File: src/rtl/reg_file_param.sv
// rtl/reg_file_param.sv - parametrised 2R/1W register file with bypass, pending scoreboard and zero-fill sweep
module reg_file_param #(
  parameter int DATA_W   = 16,
  parameter int ADDR_W   = 4,
  parameter int ZERO_REG = 1,
  parameter int BYPASS   = 1
) (
  input  logic              clk,
  input  logic              clear,
  input  logic [ADDR_W-1:0] a_addr,
  input  logic [ADDR_W-1:0] b_addr,
  output logic [DATA_W-1:0] a_data,
  output logic [DATA_W-1:0] b_data,
  output logic              a_pend,
  output logic              b_pend,
  input  logic [ADDR_W-1:0] c_addr,
  input  logic [DATA_W-1:0] c_data,
  input  logic              load,
  input  logic              rsv,
  input  logic [ADDR_W-1:0] rsv_addr,
  input  logic              sweep_start,
  output logic              sweep_busy,
  output logic              sweep_done
);

  localparam int DEPTH = 1 << ADDR_W;
  // Register 0 is hardwired when ZERO_REG is set, so the sweep skips it.
  localparam logic [ADDR_W-1:0] START = (ZERO_REG != 0) ? ADDR_W'(1) : '0;
  localparam logic [ADDR_W-1:0] LAST  = ADDR_W'(DEPTH - 1);

  typedef enum logic {IDLE, SWEEP} state_t;

  state_t            state, state_n;
  logic [ADDR_W-1:0] idx, idx_n;
  logic              done_n;
  logic              sweep_wr;
  logic [DATA_W-1:0] regs [DEPTH];
  logic [DEPTH-1:0]  pend;
  logic              a_hit, b_hit;

  function automatic logic is_zero(input logic [ADDR_W-1:0] addr);
    return (ZERO_REG != 0) && (addr == '0);
  endfunction

  // Sweep FSM state, index and the registered done pulse.
  always_ff @(posedge clk) begin
    if (clear) begin
      state      <= IDLE;
      idx        <= '0;
      sweep_done <= 1'b0;
    end else begin
      state      <= state_n;
      idx        <= idx_n;
      sweep_done <= done_n;
    end
  end

  // Sweep next-state: walk idx from START up to LAST, one register per cycle, no wrap.
  always_comb begin
    state_n  = state;
    idx_n    = idx;
    done_n   = 1'b0;
    sweep_wr = 1'b0;
    case (state)
      IDLE: begin
        if (sweep_start) begin
          state_n = SWEEP;
          idx_n   = START;
        end
      end
      SWEEP: begin
        sweep_wr = 1'b1;
        if (idx == LAST) begin
          state_n = IDLE;
          done_n  = 1'b1;
        end else begin
          idx_n = idx + ADDR_W'(1);
        end
      end
      default: state_n = IDLE;
    endcase
  end

  assign sweep_busy = (state == SWEEP);

  // Storage and pending bits: writeback beats the sweep, reserve beats both for pend.
  always_ff @(posedge clk) begin
    for (int i = 0; i < DEPTH; i++) begin
      if (clear || is_zero(ADDR_W'(i))) begin
        regs[i] <= '0;
        pend[i] <= 1'b0;
      end else begin
        if (load && c_addr == ADDR_W'(i))
          regs[i] <= c_data;
        else if (sweep_wr && idx == ADDR_W'(i))
          regs[i] <= '0;

        if (rsv && rsv_addr == ADDR_W'(i))
          pend[i] <= 1'b1;
        else if ((load && c_addr == ADDR_W'(i)) || (sweep_wr && idx == ADDR_W'(i)))
          pend[i] <= 1'b0;
      end
    end
  end

  // Read ports: a same-cycle writeback to the read address is forwarded and hides pend.
  always_comb begin
    a_hit  = (BYPASS != 0) && load && (c_addr == a_addr) && !is_zero(c_addr);
    b_hit  = (BYPASS != 0) && load && (c_addr == b_addr) && !is_zero(c_addr);
    a_data = is_zero(a_addr) ? '0 : (a_hit ? c_data : regs[a_addr]);
    b_data = is_zero(b_addr) ? '0 : (b_hit ? c_data : regs[b_addr]);
    a_pend = !is_zero(a_addr) && pend[a_addr] && !a_hit;
    b_pend = !is_zero(b_addr) && pend[b_addr] && !b_hit;
  end

endmodule
File: config.mk
export PLATFORM = sky130hd
export DESIGN_NAME = reg_file_param
export DESIGN_NICKNAME = d
export VERILOG_FILES = /design/src/rtl/reg_file_param.sv
export SDC_FILE = /design/constraint.sdc
export NUM_CORES = 1
export LEC_CHECK = 0
export ABC_CLOCK_PERIOD_IN_PS = 3300
export CORE_AREA = 2 2 191 193
export DETAILED_ROUTE_END_ITERATION = 16
export DIE_AREA = 0 0 193 195
export SLEW_MARGIN = 20
export SYNTH_ARGS = -nofsm -noshare
export SYNTH_HDL_FRONTEND = slang
export SYNTH_SLANG_ARGS = --single-unit
File: constraint.sdc
create_clock -name clk -period 3.3 [get_ports clk]
set_input_delay 0.66 -clock clk [delete_from_list [all_inputs] [get_ports clk]]
set_output_delay 0.66 -clock clk [all_outputs]
set_load 0.01 [all_outputs]
==> results_dict.tcl, run 1 <==
set metrics [dict create \
    status "finished clean" \
    synth_largest_area_cell "edfxtp_1" \
    hold_depth 2 \
    clockBufferDepth 3 \
    clock-root-buffer "clkbuf_16" \
    start_kind "primary input" \
    hpwl_um 32230 \
    vias 10830 \
    drive_gt1_share_pct 32.93 \
    worst_slew_pin_slew_ps 855.5 \
    syn_to_final_growth_pct 24.28 \
    worstPathArrival_ps 2620 \
    grt_pass1_wl_um 73890 \
    dieHeight_um 195 \
    path_cells "buf_4, buf_12, buf_4, buf_4, mux4_2, mux2_2, nand2_1, a31oi_2, dlygate4sd2_1" \
    synth-seq-cells 261 \
    grt.overflow.total 0 \
    rows 69 \
    place_area_um2 17150 \
    worstReg2RegStart "idx[0]$_SDFFE_PP0P_" \
    max_freq_mhz 305.3 \
    initialDrtViolationCount 1025 \
    track_usage_pct 27.49 \
    wirelength_um 51580 \
    leakage_nw 6.942 \
    fin_crit_ps 3275 \
    cts_tree "yes" \
    grt_pass1_vias 10870 \
    dp_slack_ps -618.2 \
    cp.required_ps 2640 \
    hold_start "pend[10]$_SDFFE_PP0P_" \
    synthArstFlopShare_pct 0 \
    cts_hold_buf 0 \
    die_area_um2 37640 \
    gp_congestion 0.8578 \
    cts_htree_levels 1 \
    nFillCells 2989 \
    setup_viol 0 \
    routed_via_density 6.115 \
    design_area_um2 18440 \
    syn_nets 1134 \
    synth_top_cell_area_share_pct 48.57 \
    netlist_instances 1093 \
    yosysWarnings 0 \
    finalNetCount 1328 \
    port_buffers 72 \
    pwr_density_cell_nw_per_um2 459.1 \
    end_kind "output port" \
    avgSynthCellArea_um2 13.58 \
    yosysSeqAreaShare_pct 51.40 \
    initial_core_util_pct 41.92 \
    synth_area_leaders "edfxtp_1 (49%), mux4_2 (12%), and2_1 (10%)" \
    yosys.cell_types.count 53 \
    worstHoldPathType "register to register" \
    synth_edf_count 240 \
    grt_max_degree 25 \
    maxSlewHeadroom_pct 42.76 \
    cp_common_cell "buf_4" \
    reg2reg_slack_ps 1360 \
    wl_per_cell_um 29.12 \
    ant_nets 0 \
    cpMaxStageDelayCell "mux4_2" \
    die_x_um 193 \
    reg2regPathDepth 5 \
    clk_latency_ps 580 \
    timing.final.ws_setup_ps 24.81 \
    max_stage_delay_ps 490 \
    finalHoldViolCount 0 \
    drc 0 \
    reg2reg_to "regs[7][4]$_SDFFCE_PP0P_" \
    worstHoldEndpoint "pend[10]$_SDFFE_PP0P_" \
    syn_area_um2 14840 \
    fin_tns_setup_ps 0 \
    antenna_found_initial 4 \
    ys.flop_type "edfxtp_1" \
    finalMaxSlewViolations 0 \
    drt_first_pass_iters 7 \
    cts_buffers 30 \
    clock-skew-final_ps 20.67 \
    ir_worst_vdd_v 0.0004719 \
    core_area_um2 35400 \
    min_period_over_period_pct 99.25 \
    clk_pin_slew_ps 60 \
    ios 73 \
    path_class "primary input to output port" \
    cp_max_fo 6 \
    dp.cells 1698 \
    fin_cells 1771 \
    clock_sinks 261 \
    drv_cap 0 \
]
-- final cells by class --
class / instances / area (µm²) / share of cell area, %
diodes: 1 / 2.502 / 0.01357
clock buffers: 33 / 762.0 / 4.132
clock inverters: 21 / 201.4 / 1.092
inverters: 21 / 78.83 / 0.4275
multi-input cells: 717 / 6838 / 37.08
flip-flops and latches: 261 / 7627 / 41.36
well taps: 461 / 576.8 / 3.128
repair buffers: 256 / 2354 / 12.76
-- worst max path at each step --
stage               cells after the start        end       from  slack [ps]
CTS                                    10  b_data[0]  b_addr[3]         -90
detailed placement                      9  b_data[8]  b_addr[3]        -620
global route                            9  b_data[8]  b_addr[2]         -20
floorplan                               5     b_pend  c_addr[0]         470
finish                                  9  a_data[2]  a_addr[0]          20
global placement                        9  b_data[1]  b_addr[3]        -530
-- worst max-delay path: cells and delay by family --
kind / cells / cell delay (ps)
muxes: 2 / 760
buffers and inverters: 5 / 950
and+or+nand+nor: 1 / 90
AOI/OAI and AO/OA: 1 / 140
-- cell usage after synthesis (all sizes together), types with 2 or more instances --
cell	instances
a2111oi	4
a211oi	8
a21oi	2
a221o	15
a221oi	29
a22oi	7
a2bb2o	2
a31oi	10
and2	249
and3b	3
buf	42
clkbuf	52
dfxtp	21
edfxtp	240
ha	4
inv	21
mux2	80
mux2i	9
mux4	96
nand2	20
nand2b	8
nand3	4
nand3b	3
nand4	4
nor2	47
nor2b	26
nor3	15
nor3b	4
nor4	6
o21ai	5
o22ai	11
o31ai	5
o32ai	7
or2	4
or3	11
or3b	2
xnor2	8
-- layer usage --
metal / share of wire (%) / vias to the layer above / track usage [%]
li1: - / 4591 / -
met1: 39 / 5575 / 35.93
met2: 49 / 517 / 45.77
met3: 7.7 / 144 / 4.170
met4: 4.3 / 2 / 11.17
met5: 0.025 / - / 0
-- stage by stage --
stage / utilization, % / hold slack [ps] / power (W)
after global placement: 48.45 / 460.9 / 0.005220
after global routing: 52.09 / 502.2 / 0.008686
after floorplan: - / 438.0 / 0.004572
after CTS: 51.91 / 469.0 / 0.008470
final: 52.10 / 472.9 / 0.008466
after detailed placement: 48.45 / 457.2 / 0.005231
-- logic make-up (layout without fill, tap and decap cells) --
family,Yosys count,count (layout),synth area share (%)
AND/OR/NAND/NOR,409,409,16.14
AO/OA/AOI/OAI,111,111,6.088
buffers and inverters,115,331,3.828
other,0,1,0
flip-flops,261,261,51.40
multiplexers,185,185,21.73
XOR/XNOR,8,8,0.4722
adder cells (fa/ha/maj),4,4,0.3373
-- what timing repair did --
action / in CTS / in global routing
setup buffers: 16 / 1
resized for setup: 88 / 24
setup endpoints to repair: 34 / 19
pin swaps: 7 / 6
cloned: 1 / 0
-- layout by cell type (no fill, tap or decap), drive strengths merged, types with 5 or more instances in the layout --
cell           count
and2             249
edfxtp           240
buf              195
mux4              96
mux2              80
nor2              47
clkbuf            37
a221oi            29
dlygate4sd2       26
clkdlybuf4s50     26
nor2b             26
inv               21
dfxtp             21
nand2             20
clkinv            17
nor3              15
a221o             15
or3               11
o22ai             11
a31oi             10
mux2i              9
xnor2              8
nand2b             8
a211oi             8
o32ai              7
a22oi              7
nor4               6
o21ai              5
o31ai              5
-- state kept, by name, indices dropped and copies added, names as in the netlist --
register    count
sweep_done      1
sweep_busy      1
regs          240
pend           15
idx             4
-- power breakdown --
group	internal, W	leakage [nW]	switching, W	total (W)
combinational	0.000643	3.88	0.000690	0.00133
sequential	0.00377	2.59	0.0000868	0.00386
clock	0.00189	0.471	0.00138	0.00327
total	0.00631	6.94	0.00216	0.00847
Note: power is estimated with default switching activity, not from simulation.
==> run 2, diff against run 1 <==
--- a/config.mk
+++ b/config.mk
@@ -7,8 +7,10 @@
 export LEC_CHECK = 0
 export ABC_CLOCK_PERIOD_IN_PS = 3300
 export CORE_AREA = 2 2 191 193
+export CTS_BUF_LIST = sky130_fd_sc_hd__clkbuf_8
 export DETAILED_ROUTE_END_ITERATION = 16
 export DIE_AREA = 0 0 193 195
+export GPL_TIMING_DRIVEN = 0
 export SLEW_MARGIN = 20
 export SYNTH_ARGS = -nofsm -noshare
 export SYNTH_HDL_FRONTEND = slang
==> results_dict.tcl, run 2 (same netlist as run 1, synthesis figures left out) <==
set metrics [dict create \
    status "finished clean" \
    worstHoldPathType "register to register" \
    clockBufferDepth 3 \
    p_seq_share_pct 48.5 \
    grt_pass1_vias 10910 \
    drive_gt1_share_pct 27.96 \
    hold_start "pend[12]$_SDFFE_PP0P_" \
    worst_slew_pin_slew_ps 1079 \
    reg2regPathDepth 4 \
    min_period_over_period_pct 99.06 \
    reg2reg_to "regs[7][15]$_SDFFCE_PP0P_" \
    max_freq_mhz 305.9 \
    routed_via_density 6.372 \
    maxSlewHeadroom_pct 28.07 \
    clock-root-buffer "clkbuf_8" \
    start_kind "primary input" \
    timing.final.ws_setup_ps 31.04 \
    port_buffers 62 \
    setup_viol 0 \
    drv_cap 0 \
    cp_max_fo 10 \
    multi_input_area_um2 6824 \
    clk_latency_ps 570 \
    intPower_w 0.005727 \
    total_power_w 0.007956 \
    hold_ws_ps 477.4 \
    finalNetCount 1273 \
    grt.overflow.total 0 \
    die_area_um2 37640 \
    reg_top3 "regs: 240 flops, pend: 15 flops, idx: 4 flops" \
    clk_pin_slew_ps 60 \
    core_area_um2 35400 \
    dieHeight_um 195 \
    worstPathArrival_ps 2610 \
    antennaDiodeCount 0 \
    initial_core_util_pct 41.92 \
    finalMaxSlewViolations 0 \
    drc 0 \
    clock-skew-final_ps 19.20 \
    cts_hold_buf 0 \
    fin_tns_setup_ps 0 \
    grt_max_degree 18 \
    cts_htree_levels 2 \
    combPwrFrac_pct 16.7 \
    initialDrtViolationCount 1288 \
    ios 73 \
    cts_tree "yes" \
    pwr-share-clk_pct 34.8 \
    ant_nets 0 \
    wl_per_cell_um 33.43 \
    path_class "primary input to output port" \
    grt_pass1_wl_um 79450 \
    leakage_nw 6.534 \
    finalHoldViolCount 0 \
    syn_to_final_growth_pct 19.34 \
    hold_depth 2 \
    worstHoldEndpoint "pend[12]$_SDFFE_PP0P_" \
    seqCellArea_um2 7627 \
    layout_commonest_cell "and2_1" \
    vias 11010 \
    pwr_density_cell_nw_per_um2 449.3 \
    clock_sinks 261 \
    fin_crit_ps 3269 \
    wirelength_um 57740 \
    final_cell_mix "and2_1 (248), edfxtp_1 (240), mux2_2 (80)" \
    cts_buffers 46 \
    p_switching_w 0.002230 \
    hpwl_um 36790 \
    final_util_pct 50.02 \
    gp_congestion 0.9149 \
    die_x_um 193 \
    p_sw_share_pct 28.03 \
    antenna_found_initial 2 \
    worstReg2RegStart "idx[0]$_SDFFE_PP0P_" \
    nFillCells 3116 \
    largest_register_ffs 240 \
    rows 69 \
    drt_first_pass_iters 5 \
    dp_slack_ps -1473 \
    track_usage_pct 30.75 \
    cp.required_ps 2640 \
    ir_worst_vdd_v 0.0002385 \
    reg2reg_slack_ps 1320 \
    top_register "regs" \
    end_kind "output port" \
]
[run 2: cell types whose count changed in the layout (fill, tap and decap cells not counted), sizes merged]
| cell | previous run | this run |
|---|---|---|
| clkdlybuf4s15 | 4 | 5 |
| bufinv | 3 | 0 |
| dlymetal6s2s | 1 | 4 |
| diode | 1 | 0 |
| buf | 195 | 73 |
| clkbuf | 37 | 101 |
| dlygate4sd2 | 26 | 24 |
| inv | 21 | 37 |
| clkinvlp | 1 | 0 |
| clkdlybuf4s50 | 26 | 27 |
[run 2: metal layers]
| metal | wire (µm) | global-route usage [%] | up-vias | share of wire, % |
|---|---|---|---|---|
| met3 | 6289 | 8.285 | 178 | 11 |
| met2 | 26690 | 48.16 | 778 | 46 |
| met4 | 3535 | 16.13 | 0 | 6.1 |
| li1 | - | - | 4489 | - |
| met1 | 21230 | 38.99 | 5560 | 37 |
| met5 | 0 | 0 | - | 0 |
[run 2: per-stage QoR]
step | std cells | area [µm²]
6_report | 1727 | 17710
4_1_cts | 1716 | 17550
3_5_place_dp | 1623 | 16240
3_3_place_gp | 1616 | 16040
5_1_grt | 1727 | 17710
2_1_floorplan | 1093 | 14840
[run 2: worst max-delay path, stage by stage]
cell	delay, ps
buf_6	190
buf_12	160
buf_4	180
mux4_2	510
o22ai_1	200
nor3_1	80
mux2_2	310
dlygate4sd2_1	300
[run 2: how the worst max path moves through the flow]
stage               from   endpoint  slack (ps)  cells past startpoint
3_5_place_dp   a_addr[3]  a_data[9]       -1470                      7
6_report       b_addr[1]  b_data[9]          30                      8
4_1_cts        c_addr[1]  b_data[1]        -110                      9
3_3_place_gp   a_addr[3]  a_data[9]       -1560                      7
2_1_floorplan  c_addr[0]     b_pend         470                      5
5_1_grt        a_addr[0]  a_data[8]        -0.6                      9
[run 2: power groups by stage]
stage | combinational (W) | sequential (W) | clock, W
floorplan | 0.000689 | 0.00388 | 0
global placement | 0.00120 | 0.00392 | 0
detailed placement | 0.00124 | 0.00392 | 0
CTS | 0.00128 | 0.00386 | 0.00277
global route | 0.00136 | 0.00388 | 0.00289
finish | 0.00133 | 0.00386 | 0.00277
[run 2: final cells by class]
class	count	area share, %
buffer	90	4.346
clock buffer	49	3.809
clock inverter	33	0.7631
inverter	21	0.4452
multi-input combinational	717	38.54
sequential	261	43.08
tap	461	3.257
timing repair buffer	95	5.766
[run 2: timing repair]
action                     in CTS  in global routing
pin swaps                       4                  3
hold endpoints to repair        0                  0
setup endpoints to repair      34                 11
setup buffers                  15                 11
gates cloned                    0                  0
gates resized for setup       157                 20
==> run 3, diff against run 2 <==
--- a/config.mk
+++ b/config.mk
@@ -8,6 +8,7 @@
 export ABC_CLOCK_PERIOD_IN_PS = 3300
 export CORE_AREA = 2 2 191 193
 export CTS_BUF_LIST = sky130_fd_sc_hd__clkbuf_8
+export CTS_CLUSTER_SIZE = 24
 export DETAILED_ROUTE_END_ITERATION = 16
 export DIE_AREA = 0 0 193 195
 export GPL_TIMING_DRIVEN = 0
==> results of run 3 <==
The final DEF is identical to that of run 2; final timing and power are the same.
